File: config.mk
export PLATFORM = sky130hd
export DESIGN_NAME = timing_adjust
export DESIGN_NICKNAME = d
export VERILOG_FILES = /design/src/rtl/timing_adjust.sv
export SDC_FILE = /design/constraint.sdc
export NUM_CORES = 1
export LEC_CHECK = 0
export ABC_AREA = 0
export CAP_MARGIN = 20
export CORE_MARGIN = 4
export CORE_UTILIZATION = 30
export DETAILED_ROUTE_END_ITERATION = 8
export MAX_ROUTING_LAYER = met4
export PLACE_DENSITY = 0.49
export SYNTH_ARGS = -nofsm -noshare
export SYNTH_HDL_FRONTEND = slang
export SYNTH_SLANG_ARGS = --single-unit
File: constraint.sdc
create_clock -name CP -period 5.8 [get_ports CP]
set_input_delay 1.16 -clock CP [delete_from_list [all_inputs] [get_ports CP]]
set_output_delay 1.16 -clock CP [all_outputs]
set_load 0.1 [all_outputs]
File: src/rtl/timing_adjust.sv
// timing_adjust: hour/minute/second BCD setting block.
// One field at a time is adjusted from the front-panel buttons. A press steps
// the field once. Holding the press starts auto-repeat, paced by the 1 Hz TICK.
// A synchronous bulk load overrides button activity. Hours are stored in 24h
// form, and the 12h view is derived combinationally on the outputs.
//
// state  | meaning
// -------+------------------------------------------------------------------
// IDLE   | no request active; the next valid request steps and enters HOLD
// HOLD   | request held; counting TICKs until auto-repeat begins
// REPEAT | request still held; selected field steps once per TICK
// LOCK   | after reset or load; waits for request release before accepting
module timing_adjust #(
    parameter logic [7:0]  S_MAX      = 8'h59,
    parameter logic [7:0]  M_MAX      = 8'h59,
    parameter logic [7:0]  H_MAX      = 8'h23,
    parameter int unsigned HOLD_TICKS = 3
) (
    input  logic       CP,
    input  logic       CR,
    input  logic       TICK,
    input  logic [1:0] SEL,
    input  logic       UP,
    input  logic       DOWN,
    input  logic       MODE_12H,
    input  logic       LOAD,
    input  logic [7:0] D_H,
    input  logic [7:0] D_M,
    input  logic [7:0] D_S,
    output logic [7:0] Q_H,
    output logic [7:0] Q_M,
    output logic [7:0] Q_S,
    output logic       PM,
    output logic       ADJ,
    output logic       CHG
);

    typedef enum logic [1:0] {
        ST_IDLE   = 2'd0,
        ST_HOLD   = 2'd1,
        ST_REPEAT = 2'd2,
        ST_LOCK   = 2'd3
    } state_t;

    localparam logic [3:0] HOLD_LIM = HOLD_TICKS[3:0];

    localparam logic [1:0] SEL_SEC  = 2'b00;
    localparam logic [1:0] SEL_MIN  = 2'b01;
    localparam logic [1:0] SEL_HOUR = 2'b10;

    state_t     state_q, state_d;
    logic [3:0] cnt_q, cnt_d;
    logic [1:0] sel_q, sel_d;
    logic       dir_q, dir_d;
    logic [7:0] h_q, h_d;
    logic [7:0] m_q, m_d;
    logic [7:0] s_q, s_d;
    logic       chg_q, chg_d;

    logic       req;
    logic       new_press;
    logic       do_step;

    logic [7:0] h_bin;
    logic [7:0] h_disp;

    // Packed-BCD increment with wrap from max back to 00.
    function automatic logic [7:0] bcd_inc(input logic [7:0] v, input logic [7:0] max);
        logic [7:0] r;
        if (v >= max)
            r = 8'h00;
        else if (v[3:0] >= 4'd9)
            r = {v[7:4] + 4'd1, 4'd0};
        else
            r = {v[7:4], v[3:0] + 4'd1};
        return r;
    endfunction

    // Packed-BCD decrement with wrap from 00 to max.
    function automatic logic [7:0] bcd_dec(input logic [7:0] v, input logic [7:0] max);
        logic [7:0] r;
        if (v == 8'h00)
            r = max;
        else if (v[3:0] == 4'd0)
            r = {v[7:4] - 4'd1, 4'd9};
        else
            r = {v[7:4], v[3:0] - 4'd1};
        return r;
    endfunction

    // A bad load value clears only its own field, so the other fields stay usable.
    function automatic logic [7:0] load_fix(input logic [7:0] v, input logic [7:0] max);
        logic [7:0] r;
        if ((v[7:4] > 4'd9) || (v[3:0] > 4'd9) || (v > max))
            r = 8'h00;
        else
            r = v;
        return r;
    endfunction

    function automatic logic [7:0] bcd_to_bin(input logic [7:0] v);
        logic [7:0] tens;
        tens = {4'd0, v[7:4]};
        return (tens << 3) + (tens << 1) + {4'd0, v[3:0]};
    endfunction

    // Only handles 0..19, which covers the 12h display range.
    function automatic logic [7:0] bin_to_bcd(input logic [7:0] v);
        logic [7:0] tmp;
        logic [7:0] r;
        if (v >= 8'd10) begin
            tmp = v - 8'd10;
            r   = {4'd1, tmp[3:0]};
        end else begin
            r = {4'd0, v[3:0]};
        end
        return r;
    endfunction

    // State, hold counter, latched press identity, field registers and change pulse.
    always_ff @(posedge CP or posedge CR) begin
        if (CR) begin
            state_q <= ST_LOCK;
            cnt_q   <= 4'd0;
            sel_q   <= 2'b11;
            dir_q   <= 1'b0;
            h_q     <= 8'h00;
            m_q     <= 8'h00;
            s_q     <= 8'h00;
            chg_q   <= 1'b0;
        end else begin
            state_q <= state_d;
            cnt_q   <= cnt_d;
            sel_q   <= sel_d;
            dir_q   <= dir_d;
            h_q     <= h_d;
            m_q     <= m_d;
            s_q     <= s_d;
            chg_q   <= chg_d;
        end
    end

    // Next-state logic: request decode, press/hold/repeat sequencing, load override.
    always_comb begin
        state_d   = state_q;
        cnt_d     = cnt_q;
        sel_d     = sel_q;
        dir_d     = dir_q;
        do_step   = 1'b0;
        req       = (UP ^ DOWN) && (SEL != 2'b11);
        new_press = (SEL != sel_q) || (UP != dir_q);

        if (LOAD) begin
            state_d = ST_LOCK;
        end else begin
            case (state_q)
                ST_LOCK: begin
                    if (!req)
                        state_d = ST_IDLE;
                end
                ST_IDLE: begin
                    if (req) begin
                        do_step = 1'b1;
                        cnt_d   = 4'd0;
                        sel_d   = SEL;
                        dir_d   = UP;
                        state_d = ST_HOLD;
                    end
                end
                ST_HOLD, ST_REPEAT: begin
                    if (!req) begin
                        state_d = ST_IDLE;
                    end else if (new_press) begin
                        // A new press takes precedence; a TICK on this edge is not counted.
                        do_step = 1'b1;
                        cnt_d   = 4'd0;
                        sel_d   = SEL;
                        dir_d   = UP;
                        state_d = ST_HOLD;
                    end else if (TICK) begin
                        if (state_q == ST_HOLD) begin
                            cnt_d = cnt_q + 4'd1;
                            if ((cnt_q + 4'd1) >= HOLD_LIM)
                                state_d = ST_REPEAT;
                        end else begin
                            do_step = 1'b1;
                        end
                    end
                end
                default: state_d = ST_LOCK;
            endcase
        end
    end

    // Field update: a load writes all three fields; a step writes only the selected field.
    always_comb begin
        h_d   = h_q;
        m_d   = m_q;
        s_d   = s_q;
        chg_d = 1'b0;
        if (LOAD) begin
            h_d   = load_fix(D_H, H_MAX);
            m_d   = load_fix(D_M, M_MAX);
            s_d   = load_fix(D_S, S_MAX);
            chg_d = 1'b1;
        end else if (do_step) begin
            chg_d = 1'b1;
            case (SEL)
                SEL_SEC:  s_d = UP ? bcd_inc(s_q, S_MAX) : bcd_dec(s_q, S_MAX);
                SEL_MIN:  m_d = UP ? bcd_inc(m_q, M_MAX) : bcd_dec(m_q, M_MAX);
                SEL_HOUR: h_d = UP ? bcd_inc(h_q, H_MAX) : bcd_dec(h_q, H_MAX);
                default:  chg_d = 1'b0;
            endcase
        end
    end

    // Hour presentation: 12h view derived from the 24h register, state untouched.
    always_comb begin
        h_bin  = bcd_to_bin(h_q);
        h_disp = h_bin;
        Q_H    = h_q;
        PM     = 1'b0;
        if (MODE_12H) begin
            PM = (h_bin >= 8'd12);
            if (h_bin == 8'd0)
                h_disp = 8'd12;
            else if (h_bin > 8'd12)
                h_disp = h_bin - 8'd12;
            Q_H = bin_to_bcd(h_disp);
        end
    end

    assign Q_M = m_q;
    assign Q_S = s_q;
    assign ADJ = (state_q == ST_HOLD) || (state_q == ST_REPEAT);
    assign CHG = chg_q;

endmodule

# Word-level counts from Yosys, hierarchy flattened
# Index checks and enable logic that the tools add are counted.
[op_classes] n_eq_ne=21 n_reduce_logical=37 magnitude_cmp=19 bitwise=2 n_mux=66 n_addsub=17
[ops] operator="2-to-1 mux 8 bit" count=31
[ops] operator="logical NOT 8 bit" count=4
[ops] operator="adder 4 x 1 -> 4 bit (second input constant)" count=7
[ops] operator="greater-than comparator 4 bit (second input constant)" count=6
[ops] operator="subtractor 4 x 1 -> 4 bit (second input constant)" count=6
[ops] operator="2-to-1 mux 2 bit" count=11
[ops] operator="2-to-1 mux 4 bit" count=5
[ops] operator="greater-or-equal comparator 8 x 4 -> 1 bit (second input constant)" count=2
[ops] operator="greater-or-equal comparator 8 x 7 -> 1 bit (second input constant)" count=2
[ops] operator="greater-than comparator 8 x 7 -> 1 bit (second input constant)" count=2
[ops] operator="inequality test 5 bit (second input constant)" count=3
[ops] operator="2-to-1 mux 1 bit" count=13
[ops] operator="greater-or-equal comparator 4 bit (second input constant)" count=3
[ops] operator="logical NOT 4 bit" count=3
[ops] operator="inequality test 3 bit (second input constant)" count=4
[ops] operator="inequality test 4 x 1 -> 1 bit (second input constant)" count=3
[ops] operator="AND reduction 4 bit" count=3
[ops] operator="nonzero test 4 bit" count=3
[ops] operator="AND reduction 5 bit" count=2
[ops] operator="nonzero test 2 bit" count=5
[ops] operator="adder 7 x 5 -> 8 bit" count=1
[ops] operator="adder 8 x 4 -> 8 bit" count=1
[ops] operator="greater-or-equal comparator 8 x 6 -> 1 bit (second input constant)" count=1
[ops] operator="greater-than comparator 8 x 4 -> 1 bit (second input constant)" count=1
[ops] operator="other kinds (23)" count=40
[totals] wordCells=173 regBits=34 input_bits=33 output_inout_bits=27

# Logic depth before layout (Yosys ltp)
# Gate-level depths: netlist (run 1).
[logic_depth] ltp_word=9 ltp_mapped=14 mapped_depth_nobuf=13

# Worst setup path before layout (run 1)
# No wires, ideal clock.
[synth_path] kind="register -> output" startpoint="register h_q[4]" endpoint="output port Q_H[3]" t_arrival_ns=5.226 stages_incl_launch_ff=12 path_slack_ns=-0.586 path_buffers=1 required_time_ns=4.640 cell_sequence="dfrtp_1 > inv_1 > fa_1 > fa_1 > and2b_1 > a22oi_1 > or4_1 > buf_2 > o21a_1 > xnor2_1 > nand3_1 > o311ai_1"
[synth_via] elab_chain_cells=9 word_cells_on_any_way=12 cone_classes="add/sub: 4; order compare: 2; mux: 5; reduce/logical: 1"
[synth_lines] item="start: declaration" line="55" text="logic [7:0] h_q, h_d;"
[synth_lines] item="start signal: assignment" line="127" text="h_q <= 8'h00;"
[synth_lines] item="start signal: assignment" line="136" text="h_q <= h_d;"
[synth_lines] item="adder 7 x 5 -> 8 bit (*)" line="104" text="return (tens << 3) + (tens << 1) + {4'd0, v[3:0]};"
[synth_lines] item="adder 8 x 4 -> 8 bit (*)" line="104"
[synth_lines] item="subtractor 8 x 4 -> 8 bit or greater-than comparator 8 x 4 -> 1 bit (tied branches)" line="228, 227"
[synth_lines] item="2-to-1 mux 8 bit" line="227" text="else if (h_bin > 8'd12)"
[synth_lines] item="2-to-1 mux 8 bit (*)" line="225" text="if (h_bin == 8'd0)"
[synth_lines] item="2-to-1 mux 8 bit (*)" line="223" text="if (MODE_12H) begin"
[synth_lines] item="greater-or-equal comparator 8 x 4 -> 1 bit or subtractor 4 bit (tied branches)" line="111, 112"
[synth_lines] item="2-to-1 mux 5 bit (*)" line="111" text="if (v >= 8'd10) begin"
[synth_lines] item="2-to-1 mux 8 bit (*)" line="223"
[synth_lines] item="end: declaration" line="30" text="output logic [7:0] Q_H,"
# Every way passes the cells marked *; elsewhere a longest branch is shown, timed or not. The select of a mux whose other input is x is not followed.

# Final worst setup path (run 1)
[layout_path] startpoint="register h_q[4]" endpoint="output port Q_H[2]"
# Same word-level chain as after synthesis.

==> flow_summary.ini, run 1 <==
[worst_setup_path]
critPathRequiredTime_ps = 4640
critPathMaxFanout = 8
r2r_cells = 8
r2r-start = state_q[0]
crit_end = Q_H[2]
arrival_ps = 4230
r2r_slack_ps = 2940
worst-setup-path-type = flip-flop to output port
r2r_end = h_q[4]
startpoint = h_q[4]
crit_path_end_kind = output port
startpoint_type = flip-flop

[synthesis]
async_reset_ff_share_pct = 100.0
syn_nets = 515
syn_avg_cell_area_um2 = 7.936
ys_types = 66
synth_edf_count = 0
synth_seq_area_share_pct = 24.29
yosys_warnings = 0
synth.ff_latch_count = 34
postSynthCellCount = 444
synthFlopType = dfrtp_1
netlist_area_um2 = 3523

[clocking]
path_clk_slew_ps = 60
clockBufferDepth = 2
clock_sinks = 34
postCtsHoldBufs = 0
cts-root-buf = clkbuf_16
tritoncts = built
htree_levels = 2
post-cts-setup-buffer-count = 0
cts.repair.resized = 0
cts-buffers-inserted = 5
insertion_delay_ps = 280

[placed_design]
place_inst = 628
dp_hpwl_mm = 7.431
port_buffers = 59
pre_cts_slack_ps = 708.8
routabilityCongestion = 0.8662

[min_path]
hold_class = flip-flop to flip-flop

[die]
start_util_pct = 30.73
core_region_area_um2 = 11470
die_w_um = 116.4
std_cell_rows = 39
die_y_um = 116.4
ios = 60
dieArea_um2 = 13540

[sta]
setup_violations = 0
period_needed_ps = 5387
slew-limit-headroom_pct = 34.05
clock_skew_ps = 7.480
rsz0062_at_grt = false
final.period_utilization_pct = 92.89
finalSetupTns_ps = 0
fin_ws_ps = 412.6
tightest_slew_ps = 986.2
slew_viol_final = 0
max_freq_mhz = 185.6
hold_violations = 0

[finish]
nFillCells = 1161
area_growth_pct = 24.01
drive_gt1_share_pct = 7.114
num-nets-final = 563
final_cells = 635
diodes = 0

[routing]
ant_nets = 0
wl_per_cell_um = 14.91
drt_iter0_drc = 165
dr.pass1.iters = 4
route.detailed.drc = 0
finalWirelength_mm = 9.470
vias = 3368
viasPerCell = 5.304

[global_route]
track_usage_pct = 14.67
antenna_found_initial = 0
gr-total-overflow = 0
grt_pass1_vias = 3270
grt_pass1_wl_mm = 15.73
grt_max_degree = 35

[power]
power_mw = 2.510
leakage_nw = 1.852
p_per_area_nw_per_um2 = 574.4
ir_worst_vdd_uv = 631.6

[run]
drv_cap = 0

[run_status]
status = finished clean
-- layer usage --
metal | global-route usage [%] | routed length (um) | up-vias
li1 | - | - | 1714
met1 | 19.20 | 4546 | 1609
met2 | 24.68 | 4709 | 43
met3 | 1.762 | 173 | 2
met4 | 2.630 | 41 | 0
met5 | - | 0 | -
-- sequential cells by signal, indices dropped and copies added, names as in the netlist --
name,cells
cnt_q,4
h_q,8
state_q,2
dir_q,1
Q_S,8
sel_q,2
CHG,1
Q_M,8
-- synthesized netlist by cell type, types with 3 or more instances --
cell type | instances | share of area, %
o21ai_0 | 44 | 6.2
nor2_1 | 40 | 4.3
ha_1 | 36 | 13
inv_1 | 35 | 3.7
dfrtp_1 | 30 | 21
nand2_1 | 30 | 3.2
a21oi_1 | 27 | 3.8
nor3_1 | 19 | 2.7
nand2b_1 | 16 | 2.8
clkbuf_1 | 14 | 1.5
nand3_1 | 10 | 1.4
a211oi_1 | 8 | 1.7
o31ai_1 | 8 | 1.7
xor2_1 | 8 | 2.0
nor2b_1 | 7 | 1.2
nor3b_1 | 7 | 1.5
o21a_1 | 7 | 1.5
mux2_2 | 6 | 1.9
o211ai_1 | 6 | 1.3
a22o_1 | 5 | 1.2
a221oi_1 | 4 | 0.99
buf_2 | 4 | 0.57
dfstp_2 | 4 | 3.0
mux2i_1 | 4 | 1.1
or4_1 | 4 | 0.85
a211o_1 | 3 | 0.75
a2bb2oi_1 | 3 | 0.75
and3_1 | 3 | 0.53
nand4_1 | 3 | 0.53
or3_1 | 3 | 0.53
-- per-stage QoR --
stage | util (%) | hold WS, ps | area, um^2
6_report | 38.10 | 525.6 | 4369
5_1_grt | 38.10 | 538.6 | 4369
4_1_cts | 38.10 | 531.4 | 4369
3_5_place_dp | 36.91 | 518.6 | 4233
3_3_place_gp | 36.91 | 512.4 | 4233
2_1_floorplan | - | 494.8 | 3531
-- worst min path at each step --
stage                   from  endpoint  slack (ps)  depth (start not counted)
detailed placement     dir_q     dir_q         520                          1
global placement       dir_q     dir_q         510                          1
finish                 dir_q     dir_q         530                          1
global route           dir_q     dir_q         540                          1
CTS                    dir_q     dir_q         530                          1
floorplan           cnt_q[2]  cnt_q[2]         490                          1
-- kinds of logic (layout without fill, tap and decap cells) --
kind of cell | count (synthesis) | after routing | synth area share (%)
buffers and inverters | 55 | 103 | 6.428
AND/OR/NAND/NOR | 153 | 153 | 22.23
multiplexers | 11 | 11 | 3.480
flip-flops | 34 | 34 | 24.29
AO/OA/AOI/OAI | 143 | 143 | 27.17
XOR/XNOR | 10 | 10 | 2.486
adder cells (fa/ha/maj) | 38 | 38 | 13.92
-- report_power, final --
group	switching, mW	internal, mW
logic	1.24	0.634
clock network	0.0992	0.157
registers	0.0860	0.298
total	1.42	1.09
-- worst max-delay path, cell delays in order, from the launching register on --
cell and delay, ps:
dfrtp_1 470, inv_1 160, fa_1 530, fa_1 440, and2b_1 240, a22oi_1 70, or4_1 670, nand2b_4 210
mux2_4 310, ha_1 310, a311oi_2 330, buf_12 220
-- area by class of cell --
class | count | area (um^2) | area share [%]
multi-input cells | 355 | 2449 | 56.04
flip-flops and latches | 34 | 855.8 | 19.59
repair buffers | 61 | 618.1 | 14.15
well taps | 143 | 178.9 | 4.095
inverters | 35 | 131.4 | 3.007
clock buffers | 6 | 128.9 | 2.950
clock inverters | 1 | 7.507 | 0.1718
-- cells in the final DEF, fill, tap and decap left out, types with 5 or more instances in the layout --
cell type	synthesis	layout
clkdlybuf4s50_1	0	54
o21ai_0	44	44
nor2_1	40	40
ha_1	36	36
inv_1	35	35
dfrtp_1	30	30
nand2_1	30	30
a21oi_1	27	27
nor3_1	19	19
nand2b_1	16	16
nand3_1	10	10
xor2_1	8	8
o31ai_1	8	8
a211oi_1	8	8
nor2b_1	7	7
o21a_1	7	7
nor3b_1	7	7
mux2_2	6	6
o211ai_1	6	6
a22o_1	5	5
clkbuf_16	0	5
buf_4	0	5
No activity file was read; power rests on OpenSTA's default activity.
==> inputs of run 2 (changes only) <==
CAP_MARGIN = 30   (was 20)
CTS_BUF_LIST = sky130_fd_sc_hd__clkbuf_2 sky130_fd_sc_hd__clkbuf_4 sky130_fd_sc_hd__clkbuf_8   (was unset)
==> flow_summary.ini, run 2 (synthesis results as in run 1) <==
[run_status]
status = finished clean

[worst_setup_path]
critPathMaxFanout = 8
crit_path_end_kind = output port
r2r_end = h_q[4]
crit_family = adder cells
r2r-start = state_q[0]
critPathRequiredTime_ps = 4640
crit_slowest_cell = or4_1
worst-setup-path-type = flip-flop to output port
r2r_cells = 8
r2r_slack_ps = 2940
startpoint_type = flip-flop
crit_top_cell = fa_1
path_cells = inv_1 > fa_1 > fa_1 > and2b_1 > a22oi_1 > or4_1 > nand2b_4 > mux2_4 > ha_1 > a311oi_2 > buf_12
critPathMaxStageDelay_ps = 670
cp_num_buf_inv = 2
arrival_ps = 4240

[global_route]
grt_pass1_wl_mm = 15.70
grt_pass1_vias = 3274
track_usage_pct = 14.58
antenna_found_initial = 0
grt_max_degree = 35
gr-total-overflow = 0

[routing]
ant_nets = 0
viasPerCell = 5.357
finalWirelength_mm = 9.480
vias = 3402
wl_per_cell_um = 14.93
route.detailed.drc = 0
dr.pass1.iters = 4
drt_iter0_drc = 180

[die]
die_w_um = 116.4
dieArea_um2 = 13540
die_y_um = 116.4
ios = 60
core_region_area_um2 = 11470
start_util_pct = 30.73
std_cell_rows = 39

[finish]
final_common_cell = clkdlybuf4s50_1
utilization_pct = 37.64
nFillCells = 1166
final_cell_mix = clkdlybuf4s50_1 (54), o21ai_0 (44), nor2_1 (40)
drive_gt1_share_pct = 7.317
diodes = 0
fin_area_um2 = 4317
num-nets-final = 563
area_growth_pct = 22.51

[min_path]
hold_class = flip-flop to flip-flop
min_from = dir_q
hold_path_depth = 1
hold_end = dir_q

[clocking]
postCtsHoldBufs = 0
cts-buffers-inserted = 5
path_clk_slew_ps = 80
cts.repair.resized = 0
cts-root-buf = clkbuf_8
post-cts-setup-buffer-count = 0
tritoncts = built
clock_sinks = 34
insertion_delay_ps = 290
htree_levels = 2
clockBufferDepth = 2

[sta]
final.period_utilization_pct = 93.09
rsz0062_at_grt = false
slew-limit-headroom_pct = 33.90
period_needed_ps = 5399
fin_ws_ps = 400.6
finalSetupTns_ps = 0
slew_viol_final = 0
hold_violations = 0
setup_violations = 0
max_freq_mhz = 185.2
clock_skew_ps = 12.01
tightest_slew_ps = 988.4

[power]
switchingPower_mw = 1.415
sw_frac_of_total_pct = 58.14
p_per_area_nw_per_um2 = 563.7
p_int_mw = 1.019
seq_power_share_pct = 15.8
leakage_nw = 1.830
p_clk_share_pct = 7.4
p_comb_share_pct = 76.9
power_mw = 2.433
ir_worst_vdd_uv = 631.7

[run]
drv_cap = 0

[placed_design]
port_buffers = 59
dp_hpwl_mm = 7.431
pre_cts_slack_ps = 708.8
routabilityCongestion = 0.8662
dpl_cell_area_um2 = 4233
[run 2: cell counts in the layout (fill, tap and decap cells not counted)]
No cell type changed its count.
[run 2: worst max-delay path by stage]
stage	cells past startpoint	from	endpoint	slack [ps]
after global placement	11	h_q[4]	Q_H[2]	750
final	11	h_q[4]	Q_H[2]	400
after CTS	11	h_q[4]	Q_H[2]	370
after detailed placement	11	h_q[4]	Q_H[2]	710
after global routing	13	h_q[4]	Q_H[3]	130
after floorplan	11	h_q[4]	Q_H[2]	130
[run 2: worst reg2reg max path, stage by stage, from the launching register on]
cell and delay (ps):
dfstp_2 580, inv_1 50, ha_1 390, o41ai_1 130, a211oi_2 440, a31oi_2 250
or3_1 540, a211oi_1 290, a21oi_1 60
[run 2: metrics by stage]
stage / hold WS, ps / instances
after CTS: 536.0 / 635
final: 532.0 / 635
after floorplan: 494.8 / 444
after detailed placement: 518.6 / 628
after global routing: 544.0 / 635
after global placement: 512.4 / 628
[run 2: area by class of cell]
| class | instances | area, um^2 | share of cell area [%] |
|---|---|---|---|
| multi-input combinational | 355 | 2449 | 56.72 |
| timing repair buffer | 61 | 618.1 | 14.32 |
| sequential | 34 | 855.8 | 19.83 |
| clock inverter | 1 | 7.507 | 0.1739 |
| clock buffer | 6 | 76.32 | 1.768 |
| inverter | 35 | 131.4 | 3.043 |
| tap | 143 | 178.9 | 4.145 |
[run 2: metal layers]
metal / wire length, um / global-route usage, % / share of wire [%]
met5: 0 / - / 0
met4: 39 / 1.933 / 0.41
met3: 225 / 1.917 / 2.4
met2: 4682 / 24.60 / 49
met1: 4533 / 19.20 / 48
[run 2: power by group through the flow]
| stage | logic (mW) | clock network, mW | registers (mW) |
|---|---|---|---|
| finish | 1.87 | 0.179 | 0.384 |
| global route | 2.03 | 0.199 | 0.398 |
| CTS | 1.88 | 0.188 | 0.384 |
| detailed placement | 1.87 | 0 | 0.389 |
| global placement | 1.87 | 0 | 0.388 |
| floorplan | 1.33 | 0 | 0.501 |
==> inputs of run 3 (changes only) <==
CTS_BUF_LIST = unset   (was sky130_fd_sc_hd__clkbuf_2 sky130_fd_sc_hd__clkbuf_4 sky130_fd_sc_hd__clkbuf_8)
==> results of run 3 <==
No change in the layout: final DEF, timing and power equal those of run 1.
